File: src/rtl/prio_mux_reg.sv
// Registered N-channel select mux with fixed-priority or round-robin arbitration.
// Optional conflict detection/counting is enabled by defining PRIO_MUX_CONFLICT_EN.
module prio_mux_reg #(
  parameter int unsigned WIDTH = 8,
  parameter int unsigned N     = 3,
  parameter int unsigned MODE  = 0
) (
  input  logic               clk,
  input  logic               rst,
  input  logic [N*WIDTH-1:0] data_in,
  input  logic [N-1:0]       sel,
  output logic [WIDTH-1:0]   out,
  output logic               out_valid,
  output logic [N-1:0]       grant,
  output logic               conflict,
  output logic [7:0]         conflict_cnt
);

  localparam int unsigned PW = ($clog2(N) < 1) ? 1 : $clog2(N);

  logic [PW-1:0]    rr_ptr_q, rr_ptr_d;
  logic [WIDTH-1:0] out_q, out_d;
  logic             valid_q, valid_d;
  logic [N-1:0]     grant_q, grant_d;

  logic             found;
  logic [PW-1:0]    win;
  logic [WIDTH-1:0] win_data;

  // Round-robin wrap scan done as two passes: first channels at/after rr_ptr,
  // then from channel 0. In fixed-priority mode the first pass covers all channels.
  always_comb begin
    found    = 1'b0;
    win      = '0;
    win_data = '0;
    for (int unsigned i = 0; i < N; i++) begin
      if (!found && sel[i] && (MODE == 0 || i >= 32'(rr_ptr_q))) begin
        found    = 1'b1;
        win      = PW'(i);
        win_data = data_in[i*WIDTH +: WIDTH];
      end
    end
    for (int unsigned i = 0; i < N; i++) begin
      if (!found && sel[i]) begin
        found    = 1'b1;
        win      = PW'(i);
        win_data = data_in[i*WIDTH +: WIDTH];
      end
    end
  end

  always_comb begin
    rr_ptr_d = rr_ptr_q;
    out_d    = out_q;
    valid_d  = found;
    grant_d  = '0;
    if (found) begin
      out_d   = win_data;
      grant_d = N'(1) << win;
      if (MODE == 1) begin
        rr_ptr_d = (32'(win) == N - 1) ? '0 : win + PW'(1);
      end
    end
  end

  always_ff @(posedge clk or posedge rst) begin
    if (rst) begin
      rr_ptr_q <= '0;
      out_q    <= '0;
      valid_q  <= 1'b0;
      grant_q  <= '0;
    end else begin
      rr_ptr_q <= rr_ptr_d;
      out_q    <= out_d;
      valid_q  <= valid_d;
      grant_q  <= grant_d;
    end
  end

  assign out       = out_q;
  assign out_valid = valid_q;
  assign grant     = grant_q;

`ifdef PRIO_MUX_CONFLICT_EN
  logic       conflict_q;
  logic [7:0] conflict_cnt_q;
  logic       multi;

  // More than one bit set iff clearing the lowest set bit leaves something.
  assign multi = |(sel & (sel - N'(1)));

  always_ff @(posedge clk or posedge rst) begin
    if (rst) begin
      conflict_q     <= 1'b0;
      conflict_cnt_q <= '0;
    end else begin
      conflict_q <= multi;
      if (multi && conflict_cnt_q != '1) begin
        conflict_cnt_q <= conflict_cnt_q + 8'd1;
      end
    end
  end

  assign conflict     = conflict_q;
  assign conflict_cnt = conflict_cnt_q;
`else
  assign conflict     = 1'b0;
  assign conflict_cnt = '0;
`endif

endmodule

File: config.mk
export PLATFORM = sky130hd
export DESIGN_NAME = prio_mux_reg
export DESIGN_NICKNAME = d
export VERILOG_FILES = /design/src/rtl/prio_mux_reg.sv
export SDC_FILE = /design/constraint.sdc
export NUM_CORES = 1
export LEC_CHECK = 0
export BUFFER_PORTS_ARGS = -buffer_cell sky130_fd_sc_hd__clkbuf_2
export CAP_MARGIN = 20
export CORE_AREA = 2 2 53 55
export DETAILED_ROUTE_END_ITERATION = 7
export DIE_AREA = 0 0 55 57
export PLACE_DENSITY_LB_ADDON = 0.3
export SETUP_SLACK_MARGIN = 0.3
export SYNTH_ARGS = -nofsm -noshare
export SYNTH_HDL_FRONTEND = slang
export SYNTH_SLANG_ARGS = --single-unit
File: constraint.sdc
create_clock -name clk -period 0.8 [get_ports clk]
set_input_delay 0.08 -clock clk [delete_from_list [all_inputs] [get_ports clk]]
set_output_delay 0.08 -clock clk [all_outputs]
set_load 0.05 [all_outputs]
### Yosys cells after proc, flatten, opt, wreduce, memory -nomap -nowiden

Index checks and enable logic that the tools add are counted.

| word-level totals | value |
|---|---|
| flip-flop bits (word level) | 12 |
| input port bits | 29 |

| operators by class | value |
|---|---|
| multiplexer cells | 18 |
| shifts and indexed selects | 1 |
| reduce and logical (&&, ||, !) cells | 10 |

Operators by type and width:

| operator | number |
|---|---|
| $mux W8 | 6 |
| $mux W2 | 4 |
| $mux W1 | 7 |
| $logic_and A1 B1 Y1 | 5 |
| $logic_not A1 Y1 | 5 |
| $mux W3 | 1 |
| $shl A1 B2 Y3 const A | 1 |

### Logic depth before layout (Yosys ltp)

Gate-level depths: netlist of run 1.

| logic depth | value |
|---|---|
| depth in word-level cells | 18 |
| depth in mapped cells | 4 |
| gate-level depth less buffers | 3 |

### Worst setup path before layout of run 1

Ideal clock, no wire load.

| path | value |
|---|---|
| path type | register to register |
| from | register out[2] (netlist name) |
| to | register out_q[2], in the netlist out[2] |
| stages on the path, launching flop included | 3 |
| data arrival time | 0.830 ns |
| buffers on the path | 0 |
| setup time | 0.128 ns |
| required time | 0.672 ns |
| setup slack | -0.158 ns |
| cell sequence | dfrtp_1 -> a22oi_1 -> o21ai_1 |

RTL lines:

| element | RTL line | RTL |
|---|---|---|
| end signal, assigned | 74 | `out_q <= out_d;` |
| end, declared | 22 | `logic [WIDTH-1:0] out_q, out_d;` |

### Worst setup path in the final report of run 1

| path | value |
|---|---|
| from | register out_q[0], in the netlist out[0] |
| to | output out[0] |

RTL lines:

| element | RTL line | RTL |
|---|---|---|
| end, declared | 12 | `output logic [WIDTH-1:0] out,` |

No word-level cell between the ends.

==> results.txt, run 1 <==
The flow ran to the end, but the final reports show violations. The checks that failed: hold timing, setup timing. The netlist uses 13 different library cells. The number of global-route vias before repair was 565; the power density relative to cell area was 1750 mW/mm^2. Detailed placement ended at an HPWL of 1260 microns. After detailed routing, the average wire length per cell comes to 11.7 microns. The initial utilization of the core area, before any placement, comes to 23.6%.

The first TritonRoute pass finished after 3 iterations. The largest individual stage delay along the critical path comes from the cell dfrtp_2. The maximum level of the CTS H-tree came out at 1.

The insertion delay to the later sink of the worst-skew pair is 260 ps, and the standard cell core area is 0.00262 sq mm. For this run, the post-layout net count is 132. In this run the mean area of a mapped cell was 10.8 sq um.

Broken down by cell family, the worst path's largest delay share belongs to flip-flops. The synthesized flop and latch total is 12. In this run the worst hold path is classified as in -> async. The number of ports placed on the die boundary came out at 50. The tools report the launching point of the worst reg2reg path as out[0]. The overall die height is 57 microns.

The maximum root-to-sink buffer count is 2, and the final-report max-slew violation count is 0. The multi-input combinational cells in the finished layout cover a total of 278 sq um. The final critical path takes up 116% of the cycle.

The tools report the number of diodes as 0. Post-placement cell count: 128. From left edge to right edge, the die measures 55 microns. For this run, the slowest stage of the critical path takes 430 ps.

The worst setup path is launched from a flip-flop. Timing analysis after detailed placement gives a worst setup slack of -74.2 ps. The tools report the number of antenna violations at the first check in global routing as 0. The reg-to-reg setup timing slack is -40 ps. Across every metal layer, demand over resource in global routing totals 10.1%. The run gives 586 as the routed via count. Met3 capacity usage during global routing: 1.57%.

The number of placement rows is 19, and the data arrival at the endpoint of the critical path is 850 ps. The tools report the die area as 0.00314 sq mm. Setup repair after global routing could not meet its margin everywhere.

The worst setup path category is reg -> out. The total area of sequential cells came out at 315 sq um. In this run, CTS created clock tree buffers numbering 3. The worst slack on hold paths was -214 ps; the count of filler cells inserted in the layout was 257.

The number of DRC markers in iteration 0 is 8. The run gives 1560 microns as the final routed wirelength across all metal layers. The critical path goes through buf_8.

The most congested layer reported by global routing is met2. The post-synthesis cell count is 57, and the minimum clock period is 931 ps. Compared with the post-synthesis result, the final layout area differs by 69.4%. After global routing the overflow that remains totals 0. The run gives -131 ps as the setup slack after layout. The count of cells in the finished layout, fillers not included, comes to 133.

The count of synthesis-stage warnings from yosys was 0; the share of final-layout standard cells stronger than drive strength 1 was 69.6%. The design draws 0.00184 W. In the routed layout, each cell is associated on average with a via count of 4.41.

VDD sags by at most 0.673 mV. In this run the critical register-to-register path is captured at out[0]. For the maximum number of pins on one net before global-route repair, the log shows 13. The number of routed nets with antenna violations came out at 0. For the post-detailed-route DRC marker count, the log shows 0. STA classifies the critical path endpoint as a primary output.

For the final setup TNS, the log shows -1460 ps. Routability-driven placement finished with a final weighted congestion of 0.750. The logs give 720 ps for the required time at the worst-slack endpoint and 1.07 GHz for the peak clock frequency supported by timing. The number of maximum-capacitance violations was 0; the setup violation total in the final timing report was 13. Final hold violation count: 12.

Global routing used 18.0% of the available met2 tracks. The share of the Yosys chip area taken by registers is 48.6%. The biggest fanout along the worst timing path came out at 2. In this run the cell area of the synthesized design comes to 618 sq um.

TritonCTS built the clock tree. For the final database, setup skew stands at 0 ps. The count of buffers added on input and output ports is 40. For the worst flop-to-flop path, the logic depth is 3. The number of buffer and inverter stages on the critical path was 1. After clock tree synthesis, the clock-pin slew on the worst setup and hold paths is 70 ps. The tree built by TritonCTS fans out to 12 sinks.

Global-route met1 utilization: 10.5%. The leakage dissipation was 0.482 nW. The tree is rooted in a clkbuf_4.

The global-route wire length before repair is 2280 microns.
sequential cells by signal, indices dropped and copies added (netlist names):
register and flops:
out 8, grant 3, out_valid 1
power breakdown:
group | leakage (nW) | internal (W) | switching (W)
Combinational | 0.330 | 0.000261 | 0.000397
Clock | 0.0210 | 0.000276 | 0.000194
Sequential | 0.131 | 0.000663 | 0.0000468
Total | 0.482 | 0.00120 | 0.000637
stage by stage:
stage / instance area (sq um) / utilization (%)
final: 1050 / 40.0
after global routing: 1050 / 40.0
after CTS: 1000 / 38.4
after detailed placement: 847 / 32.4
after global placement: 847 / 32.4
after floorplan: 678 / -
placed cells by master (no fill, tap or decap):
cell      instances
dfrtp_2          12
conb_1            9
clkbuf_4          3
nor3b_4           1
buf_4             6
o21ai_1           8
nor2_2            1
buf_8            12
a22oi_2           6
inv_1             2
clkbuf_2         27
nor3_4            1
buf_6             1
clkbuf_8          1
nor2b_1           2
a22oi_1          10
cell type report:
| class | count | area share, % |
|---|---|---|
| Timing Repair Buffer | 46 | 35.5 |
| Sequential cell | 12 | 30.1 |
| Multi-Input combinational cell | 38 | 26.5 |
| Tap cell | 31 | 3.70 |
| Clock buffer | 4 | 3.46 |
| Inverter | 2 | 0.717 |
repair_timing:
action	in CTS	in global routing
pin swaps	0	1
buffers inserted	0	1
resized for setup	27	19
setup endpoints to repair	20	20
hold endpoints to repair	12	12
gates cloned	0	0
logic make-up (layout without fill, tap and decap cells):
kind of cell | Yosys count | in the layout | synth area share [%]
AO/OA/AOI/OAI | 24 | 24 | 25.9
buffers and inverters | 15 | 52 | 17.2
flip-flops | 12 | 12 | 48.6
AND/OR/NAND/NOR | 5 | 5 | 7.69
other | 1 | 9 | 0.607
metal layers:
metal / share of wire [%] / routed length [microns]
met5: 0 / 0
met4: 1.7 / 27
met3: 6.8 / 106
met2: 56 / 875
met1: 35 / 549
cells in the mapped netlist:
| master | count | area share (%) |
|---|---|---|
| a22oi_1 | 16 | 19 |
| dfrtp_1 | 12 | 49 |
| buf_4 | 9 | 11 |
| o21ai_1 | 8 | 6.5 |
| buf_6 | 2 | 3.6 |
| inv_1 | 2 | 1.2 |
| nor2b_1 | 2 | 2.0 |
| buf_2 | 1 | 0.81 |
| clkbuf_1 | 1 | 0.61 |
| conb_1 | 1 | 0.61 |
| nor2_2 | 1 | 1.0 |
| nor3_2 | 1 | 1.6 |
| nor3b_4 | 1 | 3.0 |
worst max path at each step:
stage / from / to / slack [ps] / cells after the start
6_report: out[0] / out[0] / -130 / 1
5_1_grt: out[1] / out[1] / -150 / 1
4_1_cts: out[1] / out[1] / -150 / 1
3_5_place_dp: sel[1] / out[7] / -70 / 4
3_3_place_gp: sel[1] / out[0] / -40 / 4
2_1_floorplan: out[0] / out[0] / -50 / 2
Power figures use the tool's default switching activity.
==> run 2: changes to the inputs <==
Settings changed: RECOVER_POWER from default to 50.
Clock period 0.8 ns to 0.95 ns, I/O delays scaled along.
==> run 2 against run 1 <==
Effect of this change: the flow finishes with violations (hold timing); clock skew stayed put; total power is 16% lower; largest cell class unchanged; first-iteration DRC count is 50% lower; critical endpoint is now out[7]; register-to-register slack better by 140 ps; highest routed layer unchanged; sequential cell count stayed put.
==> results.txt, run 2 (same netlist as run 1, synthesis figures left out) <==
Die area: 0.00314 sq mm (unchanged). The number of buffer and inverter stages on the critical path works out to 1 (unchanged). The detail-routed via count per cell was 4.40 (about the same); the peak clock frequency supported by timing was 1.06 GHz. Die boundary width: 55 microns (unchanged). The largest delay contributor family on the critical path is flip-flops. The biggest fanout along the worst timing path was 2 (unchanged); the count of buffers inserted at the top-level ports was 40 (unchanged). The tools report the number of diodes as 0 (unchanged). For the number of routed nets with antenna violations, the log shows 0 (unchanged).

The worst path uses 99.5% of the clock period. The final routed wirelength across all metal layers was 1530 microns (-1.9%). The tools report the launching point of the worst reg2reg path as out[3]. The maximum root-to-sink buffer count is 2 (unchanged).

The initial standard-cell utilization of the core is 23.6% (unchanged). The tools report the data arrival at the endpoint of the critical path as 850 ps (about the same). Walking the worst path, the cells encountered are buf_8. In the layout the commonest cells are clkbuf_2, a22oi_1, dfrtp_2. TritonCTS built the clock tree. The run gives 3 (unchanged) as the number of buffers created by CTS. The overall die height was 57 microns (unchanged). Leaving out fill and tap cells, the most frequent cell in the layout is clkbuf_2. The final reports fail on hold timing.

Maximum level of the CTS H-tree: 1 (unchanged). The reg-to-reg setup timing slack was 100 ps (+140 ps); the weighted congestion at the end of routability-driven global placement was 0.688 (-8.2%). The overall track demand over capacity in global routing was 10.9% (+0.81 points). Share of final-layout standard cells stronger than drive strength 1: 67.0% (-2.6 points). The logs give 130 (-1.5%) for the final layout net count and 5 (+2) for the total iterations of the first detailed-routing run.

The standard cell core area was 0.00262 sq mm (unchanged). The run gives -193 ps (+21.1 ps) as the worst slack on hold paths. The delay of the slowest critical-path stage is 430 ps (about the same), and the leakage dissipation is 0.483 nW (+0.11%).

Setup repair after global routing could not meet its margin everywhere. The count of cells along the worst register-to-register path works out to 3 (unchanged). Number of global-route vias before repair: 580 (+2.7%).

The net switching power is 0.000530 W (-17%), and the global route total overflow is 0 (unchanged). Number of placement rows: 19 (unchanged). The worst setup path is captured at a primary output.

The worst register-to-register path ends at out[3]. The relative contribution of the clock network to total power came out at 25.8% (+0.2 points). The tools report the number of antenna violations at the first check in global routing as 0 (unchanged). The worst path needs 945 ps of the cycle, external delays included. The run finished, with violations left. Routed via count: 577 (-1.5%).

For the sequential share of power, the log shows 38.7% (about the same). The run gives 2460 microns (+7.6%) as the global-route wire length before repair. For the peak ir drop on the vdd network, the log shows 0.606 mV (-10%). The cell sitting at the root of the clock tree is a clkbuf_4.

The number of ports placed on the die boundary is 50 (unchanged). The min-delay analysis places its worst path in the category in -> async. The logs give 260 ps (about the same) for the insertion delay to the later sink of the worst-skew pair and 0 (unchanged) for the post-detailed-route DRC marker count. The area growth from synthesis to layout was 69.2%; the maximum number of pins on one net before global-route repair was 13 (unchanged).

The critical path is of the reg -> out type. Among all stages on the critical path, the largest delay is contributed by dfrtp_2. The count of filler cells inserted in the layout came out at 264 (+2.7%).

The clock-pin slew of the registers on the worst-case setup and hold paths is 80 ps (about the same), and the number of maximum-capacitance violations is 0 (unchanged). Worst clock skew: 0 ps (unchanged). Setup violation total in the final timing report: 0 (-13). The final-report max-slew violation count was 0 (unchanged); the required time at the worst-slack endpoint was 850 ps (+130 ps). The final HPWL from detailed placement is 1190 microns (-5.4%), and the share of the core filled with cells in the final layout is 40.0% (-0.048 points). For the combinational share of power, the log shows 35.6% (-0.2 points). The switching share of power is 34.4% (-0.25 points).

The final hold violation count came out at 12 (unchanged). The final setup TNS is 0 ps (+1460 ps), and the flip-flop count of the largest register, all copies and words added is 8 (unchanged). The internal power of the cells came out at 0.00101 W (-16%). Kind of start point of the critical path: a flip-flop. The per-cell routed wire length was 11.7 microns (-0.43%); the number of DRC markers in iteration 0 was 4 (-4).

The power density relative to cell area was 1470 mW/mm^2 (-16%); the TritonCTS sink count was 12 (unchanged).
==> run 2: cell count changes in the layout (fill, tap and decap cells not counted), sizes merged <==
cell	change
clkbuf	+4
buf	-6
==> run 2: stage by stage <==
step / power (W) / cell area, sq um / worst slack, ps / hold slack [ps] / instances
2_1_floorplan: 0.000933 / 663 / 98.6 / -40.2 / 65
3_3_place_gp: 0.00102 / 826 / 48.3 / 104 / 126
3_5_place_dp: 0.00103 / 826 / 34.1 / 114 / 126
4_1_cts: 0.00151 / 1000 / -14.7 / -182 / 130
5_1_grt: 0.00164 / 1050 / -34.5 / -160 / 131
6_report: 0.00154 / 1050 / 4.92 / -193 / 131
==> run 2: layout make-up <==
type                            instances  area [sq um]  share of cell area [%]
Sequential cell                        12           315                    30.1
Inverter                                2          7.51                   0.718
Multi-Input combinational cell         38           268                    25.6
Clock buffer                            4          36.3                    3.47
Timing Repair Buffer                   44           380                    36.4
Tap cell                               31          38.8                    3.71
==> run 2: layer usage <==
metal  routed length, microns  share of wire, %  up-vias  GRT usage, %
met5                        0                 0        -             0
met4                       10              0.65        0          5.23
met3                      146               9.5        2          3.14
met2                      755                49       28          15.3
met1                      617                40      268          15.2
li1                         -                 -      279             -
==> run 2: how the worst max path moves through the flow <==
| stage | start | slack (ps) | depth (start not counted) | to |
|---|---|---|---|---|
| after floorplan | out[0] | 100 | 2 | out[0] |
| after global placement | sel[0] | 50 | 4 | out[5] |
| after detailed placement | sel[1] | 30 | 4 | out[7] |
| after CTS | out[3] | -10 | 1 | out[3] |
| after global routing | grant[2] | -30 | 1 | grant[2] |
| final | out[7] | 5 | 1 | out[7] |
==> run 2: power by group through the flow <==
stage                     Clock (W)  Sequential [W]  Combinational, W
after global placement            0        0.000586          0.000438
after global routing       0.000457        0.000600          0.000580
after CTS                  0.000413        0.000585          0.000515
final                      0.000396        0.000595          0.000547
after detailed placement          0        0.000587          0.000439
after floorplan                   0        0.000731          0.000202
==> run 2: timing repair <==
action | in CTS | in global routing
endpoints found under the setup margin | 20 | 20
endpoints found under the hold margin | 12 | 12
buffers inserted | 0 | 1
resized for setup | 27 | 14
==> run 3: changes to the inputs <==
Settings changed: BUFFER_PORTS_ARGS -buffer_cell sky130_fd_sc_hd__clkbuf_2 to -buffer_cell sky130_fd_sc_hd__buf_2.
==> run 3 against run 2 <==
Effect of this change: the flow still finishes with violations (hold timing); clock skew is the same; critical endpoint is now out[2]; sequential cell count unchanged; total power down 1.7%; core utilization decreased by 1.8 points; worst hold slack improved by 15 ps; largest power group unchanged; die area did not move; sequential power down 1%; largest cell class unchanged; wire length up 5.4%; non-clock buffer count up 1; fmax rose by 0.64%; register-to-register slack about the same; via count grew 1.9%.
==> results.txt, run 3 (same netlist as run 1, synthesis figures left out) <==
The run finished, with violations left. The final reports fail on hold timing. The final hold violation count was 12 (unchanged).

The per-cell routed wire length came out at 12.2 microns (+4.6%). The delay of the slowest critical-path stage works out to 420 ps (about the same). The tools report the number of placement rows as 19 (unchanged). The setup slack after layout came out at 10.9 ps (+5.99 ps). The share of the clock period used by the worst path after layout came out at 98.9% (-0.63 points). The number of diodes came out at 0 (unchanged). The run gives 4 (-1) as the total iterations of the first detailed-routing run. Final HPWL from detailed placement: 1210 microns (+1.1%). The cell count along the critical path is 1 (unchanged).

The peak ir drop on the vdd network was 0.672 mV (+11%). The peak clock frequency supported by timing came out at 1.06 GHz (+0.64%). The maximum root-to-sink buffer count was 2 (unchanged); the final-report max-slew violation count was 0 (unchanged). The tools report the final standard cell count with taps included and fillers excluded as 132 (+0.76%). The worst slack at placement came out at 38.7 ps (+4.66 ps).

The number of routed nets with antenna violations was 0 (unchanged). Class of the tightest hold or removal check: in -> async. The detail-routed via count per cell came out at 4.45 (+1.1%).

TritonCTS built the clock tree. Setup repair after global routing could not meet its margin everywhere. The global-route wire length before repair is 2270 microns (-7.6%).

The run gives 23.6% (unchanged) as the initial standard-cell utilization of the core. The standard cell core area is 0.00262 sq mm (unchanged), and the worst clock skew is 0 ps (unchanged). The number of DRC markers in iteration 0 was 4 (unchanged); the biggest fanout along the worst timing path was 2 (unchanged). The setup violation total in the final timing report is 0 (unchanged), and the share of final-layout standard cells stronger than drive strength 1 is 69.3% (+2.3 points). The number of maximum-capacitance violations is 0 (unchanged). The overall die height was 57 microns (unchanged). Number of buffer and inverter stages on the critical path: 1 (unchanged).

The number of antenna violations at the first check in global routing came out at 0 (unchanged). Leaving out fill and tap cells, the most frequent cell in the layout is buf_2. The final routed wirelength across all metal layers was 1610 microns (+5.4%). For the insertion delay to the later sink of the worst-skew pair, the log shows 260 ps (about the same). The routed via count is 588 (+1.9%), and the worst slack on hold paths is -178 ps (+15.0 ps).

The run gives 1 (unchanged) as the maximum level of the CTS H-tree. The worst setup path category was reg -> out. The total design power is 0.00151 W (-1.7%). The die boundary width was 55 microns (unchanged). CTS placed an instance of clkbuf_4 at the clock tree root. The logs give 840 ps (about the same) for the data arrival at the endpoint of the critical path and 532 (-8.3%) for the number of global-route vias before repair. The weighted congestion at the end of routability-driven global placement was 0.669 (-2.7%). Count of cells along the worst register-to-register path: 3 (unchanged). The signal on the critical path passes through buf_6.

Leakage dissipation: 0.458 nW (-5.1%). The cell family contributing the most delay on the critical path is flip-flops. The flip-flop count of the largest register, all copies and words added was 8 (unchanged); the post-detailed-route DRC marker count was 0 (unchanged).

The run gives 826 sq um (unchanged) as the area of placed instances. The number of ports placed on the die boundary is 50 (unchanged), and the cell area after layout is 1000 sq um (-4.4%). The clock-pin slew of the registers on the worst-case setup and hold paths works out to 80 ps (about the same).

The tools report the type of destination of the critical path as a primary output. The tools report the post-placement cell count as 126 (unchanged). Relative to the synthesized area, the layout overhead comes to 61.7%. The overall track demand over capacity in global routing came out at 10.0% (-0.88 points). The slowest library cell on the worst path is dfrtp_2.

The minimum clock period came out at 939 ps (-5.99 ps). In the layout the commonest cells are buf_2, dfrtp_2, a22oi_1. Count of buffers inserted at the top-level ports: 40 (unchanged).

The number of buffers created by CTS was 3 (unchanged); the global route total overflow was 0 (unchanged). For the die area, the log shows 0.00314 sq mm (unchanged). The logs give 131 (+0.77%) for the final layout net count and 850 ps (about the same) for the required time at the worst-slack endpoint. The maximum number of pins on one net before global-route repair is 13 (unchanged). The power density relative to cell area is 1510 mW/mm^2 (+2.8%).

The TritonCTS sink count is 12 (unchanged). STA classifies the critical path startpoint as a flip-flop.
run 3: cell count changes in the layout (fill, tap and decap cells not counted), sizes merged:
cell,delta
clkbuf,-31
buf,+32
run 3: worst paths after layout:
path	slack, ps	endpoint	from
max in group asynchronous	790	out[0]	rst
min in group clk	60	out[3]	data_in[19]
worst min register to register	530	out[5]	out[5]
worst max-delay path	10	out[2]	out[2]
worst min-delay path	-180	out_valid	rst
worst max register to register	100	out[6]	out[6]
run 3: timing repair:
action | CTS | global route
gates resized for setup | 25 | 9
pin swaps | 1 | 1
endpoints found under the setup margin | 20 | 20
buffers inserted | 0 | 2
hold endpoints to repair | 12 | 12
run 3: layer usage:
layer / share of wire (%) / routed length [microns] / GRT usage, % / vias up
met4: 0.62 / 10 / 5.23 / 0
li1: - / - / - / 276
met3: 8.4 / 135 / 2.09 / 2
met5: 0 / 0 / 0 / -
met2: 48 / 772 / 15.5 / 28
met1: 43 / 693 / 12.9 / 282
run 3: cell type report:
class | instances | area, sq um
clock buffer | 4 | 36.3
fill | 271 | 1620
inverter | 2 | 7.51
multi-input combinational | 38 | 278
sequential | 12 | 315
tap | 31 | 38.8
timing repair buffer | 45 | 324
run 3: metrics by stage:
stage          hold slack (ps)  utilization, %  setup TNS (ps)
2_1_floorplan            -40.2               -               0
6_report                  -178            38.2               0
3_5_place_dp               131            31.6               0
5_1_grt                   -146            38.2           -59.1
3_3_place_gp               120            31.6               0
4_1_cts                   -166            36.0               0
run 3: power breakdown:
| part | leakage (nW) | internal, W | switching, W |
|---|---|---|---|
| clock | 0.0210 | 0.000233 | 0.000164 |
| sequential | 0.131 | 0.000558 | 0.0000312 |
| combinational | 0.306 | 0.000189 | 0.000336 |
